## src/rtl/lvds_scan_ctrl.sv

```systemverilog
// lvds_scan_ctrl
// Steps the LVDS clock-checker channel select across N_CH inputs. Each channel
// gets a settle interval, then a dwell during which the checker status bit is
// qualified over the final CHECK_CYCLES. After the last channel the per-channel
// pass vector is published and a saturating failed-scan counter is updated.
//
// State table
//   state    | meaning
//   ---------+-----------------------------------------------------------
//   S_IDLE   | waiting for start, ch_sel parked
//   S_SWITCH | ch_sel just changed, mux/checker settling
//   S_DWELL  | checker evaluating; status qualified in the final window
//   S_SAMPLE | store pass flag for the current channel, advance or finish
//   S_DONE   | one-cycle done pulse, status_out/fail_cnt just published
//
// Ports
//   clk_fpga    in   system clock (100 MHz)
//   rst         in   synchronous active-high reset
//   start       in   begin a scan (honoured only in S_IDLE)
//   continuous  in   restart immediately after S_DONE when high
//   abort       in   drop the current scan, return to S_IDLE
//   chk_status  in   checker status, bit i valid while ch_sel == i
//   ch_sel      out  channel select to the LVDS mux and checker
//   busy        out  high in every state except S_IDLE
//   done        out  one-cycle pulse on scan completion
//   status_out  out  pass vector of the last completed scan
//   fail_cnt    out  saturating count of scans with any failed channel

module lvds_scan_ctrl #(
  parameter int N_CH          = 2,
  parameter int SETTLE_CYCLES = 8,
  parameter int DWELL_CYCLES  = 400,
  parameter int CHECK_CYCLES  = 200
) (
  input  logic                      clk_fpga,
  input  logic                      rst,
  input  logic                      start,
  input  logic                      continuous,
  input  logic                      abort,
  input  logic [N_CH-1:0]           chk_status,
  output logic [$clog2(N_CH)-1:0]   ch_sel,
  output logic                      busy,
  output logic                      done,
  output logic [N_CH-1:0]           status_out,
  output logic [15:0]               fail_cnt
);

  localparam int SEL_W   = $clog2(N_CH);
  localparam int CNT_MAX = (SETTLE_CYCLES > DWELL_CYCLES) ? SETTLE_CYCLES : DWELL_CYCLES;
  localparam int CNT_W   = $clog2(CNT_MAX + 1);

  localparam logic [CNT_W-1:0] SETTLE_LAST = CNT_W'(SETTLE_CYCLES - 1);
  localparam logic [CNT_W-1:0] DWELL_LAST  = CNT_W'(DWELL_CYCLES - 1);
  localparam logic [CNT_W-1:0] CHECK_START = CNT_W'(DWELL_CYCLES - CHECK_CYCLES);
  localparam logic [SEL_W-1:0] LAST_CH     = SEL_W'(N_CH - 1);

  typedef enum logic [2:0] {
    S_IDLE   = 3'd0,
    S_SWITCH = 3'd1,
    S_DWELL  = 3'd2,
    S_SAMPLE = 3'd3,
    S_DONE   = 3'd4
  } state_t;

  state_t            state_q, state_d;
  logic [SEL_W-1:0]  ch_sel_q, ch_sel_d;
  logic [CNT_W-1:0]  cnt_q, cnt_d;
  logic              pass_q, pass_d;
  logic [N_CH-1:0]   scratch_q, scratch_d;
  logic [N_CH-1:0]   status_q, status_d;
  logic [15:0]       fail_cnt_q, fail_cnt_d;
  logic              busy_q, busy_d;
  logic              done_q, done_d;

  always_comb begin
    state_d    = state_q;
    ch_sel_d   = ch_sel_q;
    cnt_d      = cnt_q;
    pass_d     = pass_q;
    scratch_d  = scratch_q;
    status_d   = status_q;
    fail_cnt_d = fail_cnt_q;

    case (state_q)
      S_IDLE: begin
        if (start && !abort) begin
          state_d  = S_SWITCH;
          ch_sel_d = '0;
          cnt_d    = SETTLE_LAST;
          pass_d   = 1'b1;
        end
      end

      // Settle timer is a down-counter; terminal count zero ends the interval.
      S_SWITCH: begin
        if (cnt_q == '0) begin
          state_d = S_DWELL;
          cnt_d   = '0;
        end else begin
          cnt_d = cnt_q - 1'b1;
        end
      end

      // Dwell count runs upward so the check window is a simple threshold.
      S_DWELL: begin
        if ((cnt_q >= CHECK_START) && !chk_status[ch_sel_q]) begin
          pass_d = 1'b0;
        end
        if (cnt_q == DWELL_LAST) begin
          state_d = S_SAMPLE;
          cnt_d   = '0;
        end else begin
          cnt_d = cnt_q + 1'b1;
        end
      end

      // Publishing on the last SAMPLE edge makes status_out/fail_cnt valid
      // in the same cycle that done is high.
      S_SAMPLE: begin
        scratch_d[ch_sel_q] = pass_q;
        if (ch_sel_q == LAST_CH) begin
          state_d  = S_DONE;
          status_d = scratch_d;
          if ((scratch_d != '1) && (fail_cnt_q != 16'hFFFF)) begin
            fail_cnt_d = fail_cnt_q + 16'd1;
          end
        end else begin
          state_d  = S_SWITCH;
          ch_sel_d = ch_sel_q + 1'b1;
          cnt_d    = SETTLE_LAST;
          pass_d   = 1'b1;
        end
      end

      S_DONE: begin
        if (continuous) begin
          state_d  = S_SWITCH;
          ch_sel_d = '0;
          cnt_d    = SETTLE_LAST;
          pass_d   = 1'b1;
        end else begin
          state_d = S_IDLE;
        end
      end

      default: begin
        state_d = S_IDLE;
      end
    endcase

    // Abort overrides everything, including a pending publish in SAMPLE.
    if (abort && (state_q != S_IDLE)) begin
      state_d    = S_IDLE;
      ch_sel_d   = '0;
      cnt_d      = '0;
      pass_d     = pass_q;
      scratch_d  = scratch_q;
      status_d   = status_q;
      fail_cnt_d = fail_cnt_q;
    end

    busy_d = (state_d != S_IDLE);
    done_d = (state_d == S_DONE);
  end

  always_ff @(posedge clk_fpga) begin
    if (rst) begin
      state_q    <= S_IDLE;
      ch_sel_q   <= '0;
      cnt_q      <= '0;
      pass_q     <= 1'b0;
      scratch_q  <= '0;
      status_q   <= '0;
      fail_cnt_q <= '0;
      busy_q     <= 1'b0;
      done_q     <= 1'b0;
    end else begin
      state_q    <= state_d;
      ch_sel_q   <= ch_sel_d;
      cnt_q      <= cnt_d;
      pass_q     <= pass_d;
      scratch_q  <= scratch_d;
      status_q   <= status_d;
      fail_cnt_q <= fail_cnt_d;
      busy_q     <= busy_d;
      done_q     <= done_d;
    end
  end

  assign ch_sel     = ch_sel_q;
  assign busy       = busy_q;
  assign done       = done_q;
  assign status_out = status_q;
  assign fail_cnt   = fail_cnt_q;

endmodule

```

## config.mk

```make
export PLATFORM = sky130hd
export DESIGN_NAME = lvds_scan_ctrl
export DESIGN_NICKNAME = d
export VERILOG_FILES = /design/src/rtl/lvds_scan_ctrl.sv
export SDC_FILE = /design/constraint.sdc
export NUM_CORES = 1
export LEC_CHECK = 0
export CAP_MARGIN = 20
export CORE_MARGIN = 3
export CORE_UTILIZATION = 40
export CTS_CLUSTER_DIAMETER = 60
export DETAILED_ROUTE_END_ITERATION = 12
export HOLD_SLACK_MARGIN = 0.06
export PLACE_DENSITY = 0.64
export SLEW_MARGIN = 20
export SYNTH_ARGS = -nofsm -noshare
export SYNTH_HDL_FRONTEND = slang
export SYNTH_SLANG_ARGS = --single-unit
```

## constraint.sdc

```tcl
create_clock -name clk_fpga -period 2.3 [get_ports clk_fpga]
set_input_delay 0.46 -clock clk_fpga [delete_from_list [all_inputs] [get_ports clk_fpga]]
set_output_delay 0.46 -clock clk_fpga [all_outputs]
set_load 0.02 [all_outputs]
```

# Yosys cells after proc, flatten, opt, wreduce, memory -nomap -nowiden
# Cells that the tools add are included.
# W data, S select, Z words.
# word_totals
reg_bits	36
out_inout_bits	21
# op_classes
addsub	4
magnitude_cmp	3
eq_ne	12
mux	27
bitwise_logic	1
n_reduce_logical	21
# op_table
op	n
$mux W9	5
$pmux W9 S5	1
$add A16 B1 Y16 const B	1
$ne A16 B16 Y1 const B	1
$mux W3	5
$pmux W3 S5	1
$mux W1	11
$ne A2 B2 Y1 const B	5
$add A9 B1 Y9 const B	1
$eq A9 B9 Y1 const B	1
$ge A9 B8 Y1 const B	1
$logic_not A9 Y1	1
$reduce_bool A3 Y1	3
$sub A9 B1 Y9 const B	1
$reduce_and A4 Y1	2
$eq A3 B2 Y1 const B	2
$eq A3 B3 Y1 const B	2
$reduce_and A3 Y1	2
$reduce_and A6 Y1	1
$logic_and A1 B1 Y1	5
$reduce_bool A5 Y1	1
$pmux W1 S4	1
$reduce_bool A4 Y1	1
$eq A3 B1 Y1 const B	1
other kinds (11)	12

# Longest topological paths before layout
# depth
ltp_word	8
ltp_mapped	7
mapped_depth_nobuf	7

# Worst setup path before layout
# Ideal clock, no wire load.
# synth_timing
path_type	in2reg
startpoint	in abort
endpoint	reg fail_cnt_q[6], in the netlist fail_cnt[6]
setup_time_ps	128
arrival_time_ps	1539
t_required_ps	2172
slack_ps	634
path_stages	6
path_cell_list	buf_6 and4bb_2 nand2_1 nor4_1 xnor2_1 nor2_1
# synth_via
elab_chain_cells	3
# synth_lines
element	line	rtl
from (decl)	39	input logic abort,
$logic_and A1 B1 Y1	152	if (abort && (state_q != S_IDLE)) begin
$not A1 Y1 (no line)	n/a	
$reduce_and A4 Y1 (no line)	n/a	
to (signal assigned)	184	fail_cnt_q <= fail_cnt_d;
to (decl)	71	logic [15:0] fail_cnt_q, fail_cnt_d;
# Every way passes these cells.
# A chain may end at the register's enable or synchronous reset.

# Worst setup path after layout
# layout_timing
startpoint	reg cnt_q[0]
endpoint	reg state_q[1]
# layout_via
elab_chain_cells	4
# layout_lines
element	line	rtl
from (decl)	67	logic [CNT_W-1:0] cnt_q, cnt_d;
from (signal assigned)	180	cnt_q <= cnt_d;
$eq A9 B9 Y1 / $logic_not A9 Y1 (equally long branches)	109, 96	
$mux W3 (on tied branches)	109, 96	
$pmux W3 S5 *	84	case (state_q)
$mux W3 *	152	
to (signal assigned)	178	state_q <= state_d;
to (decl)	65	state_t state_q, state_d;
# Every way passes the cells marked *; elsewhere a longest branch is shown, timed or not.

==> metrics.cfg <==
[run_status]
status = completed

[clocking]
htree_levels = 2
cts_hold_buf = 0
clock-sinks = 35
tritoncts = yes
clkLatencyLatePin_ps = 300
post_cts_resized = 0
cts_setup_buffers = 0
cts_buffer_depth = 2
root_buffer = clkbuf_8
path_clk_slew_ps = 80
cts_buffers = 5

[global_route]
first_global_vias = 1846
antenna_found_initial = 0
overflow = 0
grt_usage_pct = 17.5
grt_max_degree = 25
grt_pass1_wl_mm = 8.90

[pwr]
power.total_mw = 1.40
power_switching_uw = 439
ir_drop_mv = 0.365
p_comb_share_pct = 19.7
p_int_uw = 965
pwr-share-seq_pct = 48.1
switching_share_pct = 31.3
powerDensity_nw_per_um2 = 553
p_leak_nw = 0.841
clockPowerShare_pct = 32.2

[worst_setup_path]
critPathTopFamily = simple AND/OR/NAND/NOR gates
path_buf_inv = 1
cp_cell_sequence = inv_1, ha_1, nor4b_2, and2_1, nand3_1, a2111oi_2
crit_fanout = 6
cp-start-kind = flop
critPathMaxStageDelay_ps = 400
reg2reg_from = cnt_q[0]
slowest_stage = nor4b_2
cp-startpoint = cnt_q[0]
cp-end-kind = flop
crit_type = reg -> reg
crit_required_ps = 2490
arrival_ps = 2110

[timing]
finClkSkew_ps = 6.41
fin_crit_sh_pct = 83.5
setup_viol = 0
rsz0062_at_grt = no
slew-limit-headroom_pct = 62.9
setup_slack_ps = 380
setup-tns-final_ps = 0
worst_slew_pin_slew_ps = 555
maxSlewViolCount = 0
min_period_ps = 1920
hold_viol = 0
fmax_ghz = 0.521

[min_path]
hold_path.startpoint = status_out[0]
hp-class = reg -> reg

[die]
die_w_um = 79.8
rows = 26
die_height_um = 79.8
fp.coreArea_um2 = 5170
dieArea_um2 = 6370
io_pins = 28
initial_core_util_pct = 42.1

[drt]
routed_via_density = 5.56
drc = 0
wire_per_inst_um = 14.4
antenna_left = 0
first_pass_iters = 5
vias = 1979
finalWirelength_mm = 5.13
drtIter0Drc = 189

[final_layout]
fillCellCount = 517
layoutNonFillerInstCount = 356
antenna_cells = 0
multi_input_area_um2 = 1330
areaGrowthSynthToFinish_pct = 16.5
seq_area_um2 = 701
fin_nets = 296
drive_gt1_share_pct = 9.09

[place]
io_buffers = 27
dp_slack_ps = 181
gp_congestion = 0.866
dp_cells = 348
hpwl_mm = 3.71

[yosys]
async_flop_share_pct = 0
yosys_warnings = 0
ys_seq_elements = 35
synth_top_area_share_pct = 32.2
synthTopCellsByCount = nor2_1 (36), dfxtp_1 (35), nand2_1 (20)
synth_nets = 272
synth_edf_count = 0
ys.flop_type = dfxtp_1
yosys.area.top_type = dfxtp_1
syn-instance-count = 261
ys_seq_area_share_pct = 32.2
synth.avg_cell_area_um2 = 8.35
synth_area_um2 = 2180
synth_most_common_cell = nor2_1
ys_top_cells_by_area = dfxtp_1 (32%), nor2_1 (6.2%), xnor2_1 (4.8%)
synthDistinctLibCells = 59

[flow_run]
cap_violations = 0

layout make-up:
class	instances	share of cell area, %
inverters	6	0.888
flip-flops and latches	35	27.6
multi-input cells	205	52.6
well taps	70	3.45
repair buffers	32	12.1
clock inverters	2	0.493
clock buffers	6	2.86
flip-flops by register name (all words and copies together) (netlist names):
signal and cells:
busy 1, state_q 3, fail_cnt 16, cnt_q 9
scratch_q 1, pass_q 1, ch_sel 1, status_out 2
done 1
through the flow:
step / hold WS, ps / area [µm²] / utilization [%]
after global routing: 515 / 2540 / 49.1
after global placement: 468 / 2450 / 47.4
after CTS: 482 / 2540 / 49.1
after detailed placement: 469 / 2450 / 47.4
final: 479 / 2540 / 49.1
after floorplan: 458 / 2180 / -
path summary, 6_finish.rpt:
check                  endpoint  slack (ps)  cells past startpoint
hold / removal    status_out[0]         480                      2
setup reg to reg     state_q[1]         380                      6
hold reg to reg   status_out[0]         480                      2
setup / recovery     state_q[1]         380                      6
cell usage in the layout, fill, tap and decap left out, drive strengths merged, types with 4 or more instances in the layout:
cell type / count
clkbuf: 6
nand2: 20
inv: 6
o21ai: 17
nor3: 11
nor4: 5
buf: 5
nor4b: 5
nand2b: 10
dfxtp: 35
nand4: 7
ha: 4
nand3: 8
nor2: 36
clkdlybuf4s50: 27
a31oi: 4
xnor2: 12
a21oi: 12
metal layers:
layer  vias up  part of all wire [%]  routed length, µm  GRT usage [%]
li1        994                     -                  -              -
met1       928                    46               2370           23.3
met2        48                    47               2430           27.7
met3         9                   4.4                227           3.39
met4         0                   1.9                 99           7.43
met5         -                     0                  0              0
worst reg2reg max path, cell delays in order, from the launching register on:
cell       delay [ps]
dfxtp_1           370
inv_1             150
ha_1              180
nor4b_2           400
and2_1            250
nand3_1           110
a2111oi_2         370
power by group through the flow:
stage | combinational [mW] | clock (mW) | sequential (mW)
after floorplan | 0.252 | 0 | 0.660
after global placement | 0.272 | 0 | 0.687
after detailed placement | 0.274 | 0 | 0.688
after CTS | 0.276 | 0.473 | 0.674
after global routing | 0.310 | 0.491 | 0.681
final | 0.277 | 0.452 | 0.675
cells by family after synthesis:
kind of cell | after synthesis | share of synthesized area, %
multiplexers | 3 | 1.44
adder cells (fa/ha/maj) | 5 | 2.76
AO/OA/AOI/OAI | 60 | 19.9
XOR/XNOR | 14 | 5.63
AND/OR/NAND/NOR | 123 | 31.5
buffers and inverters | 21 | 6.61
flip-flops | 35 | 32.2
Power figures use the tool's default switching activity.
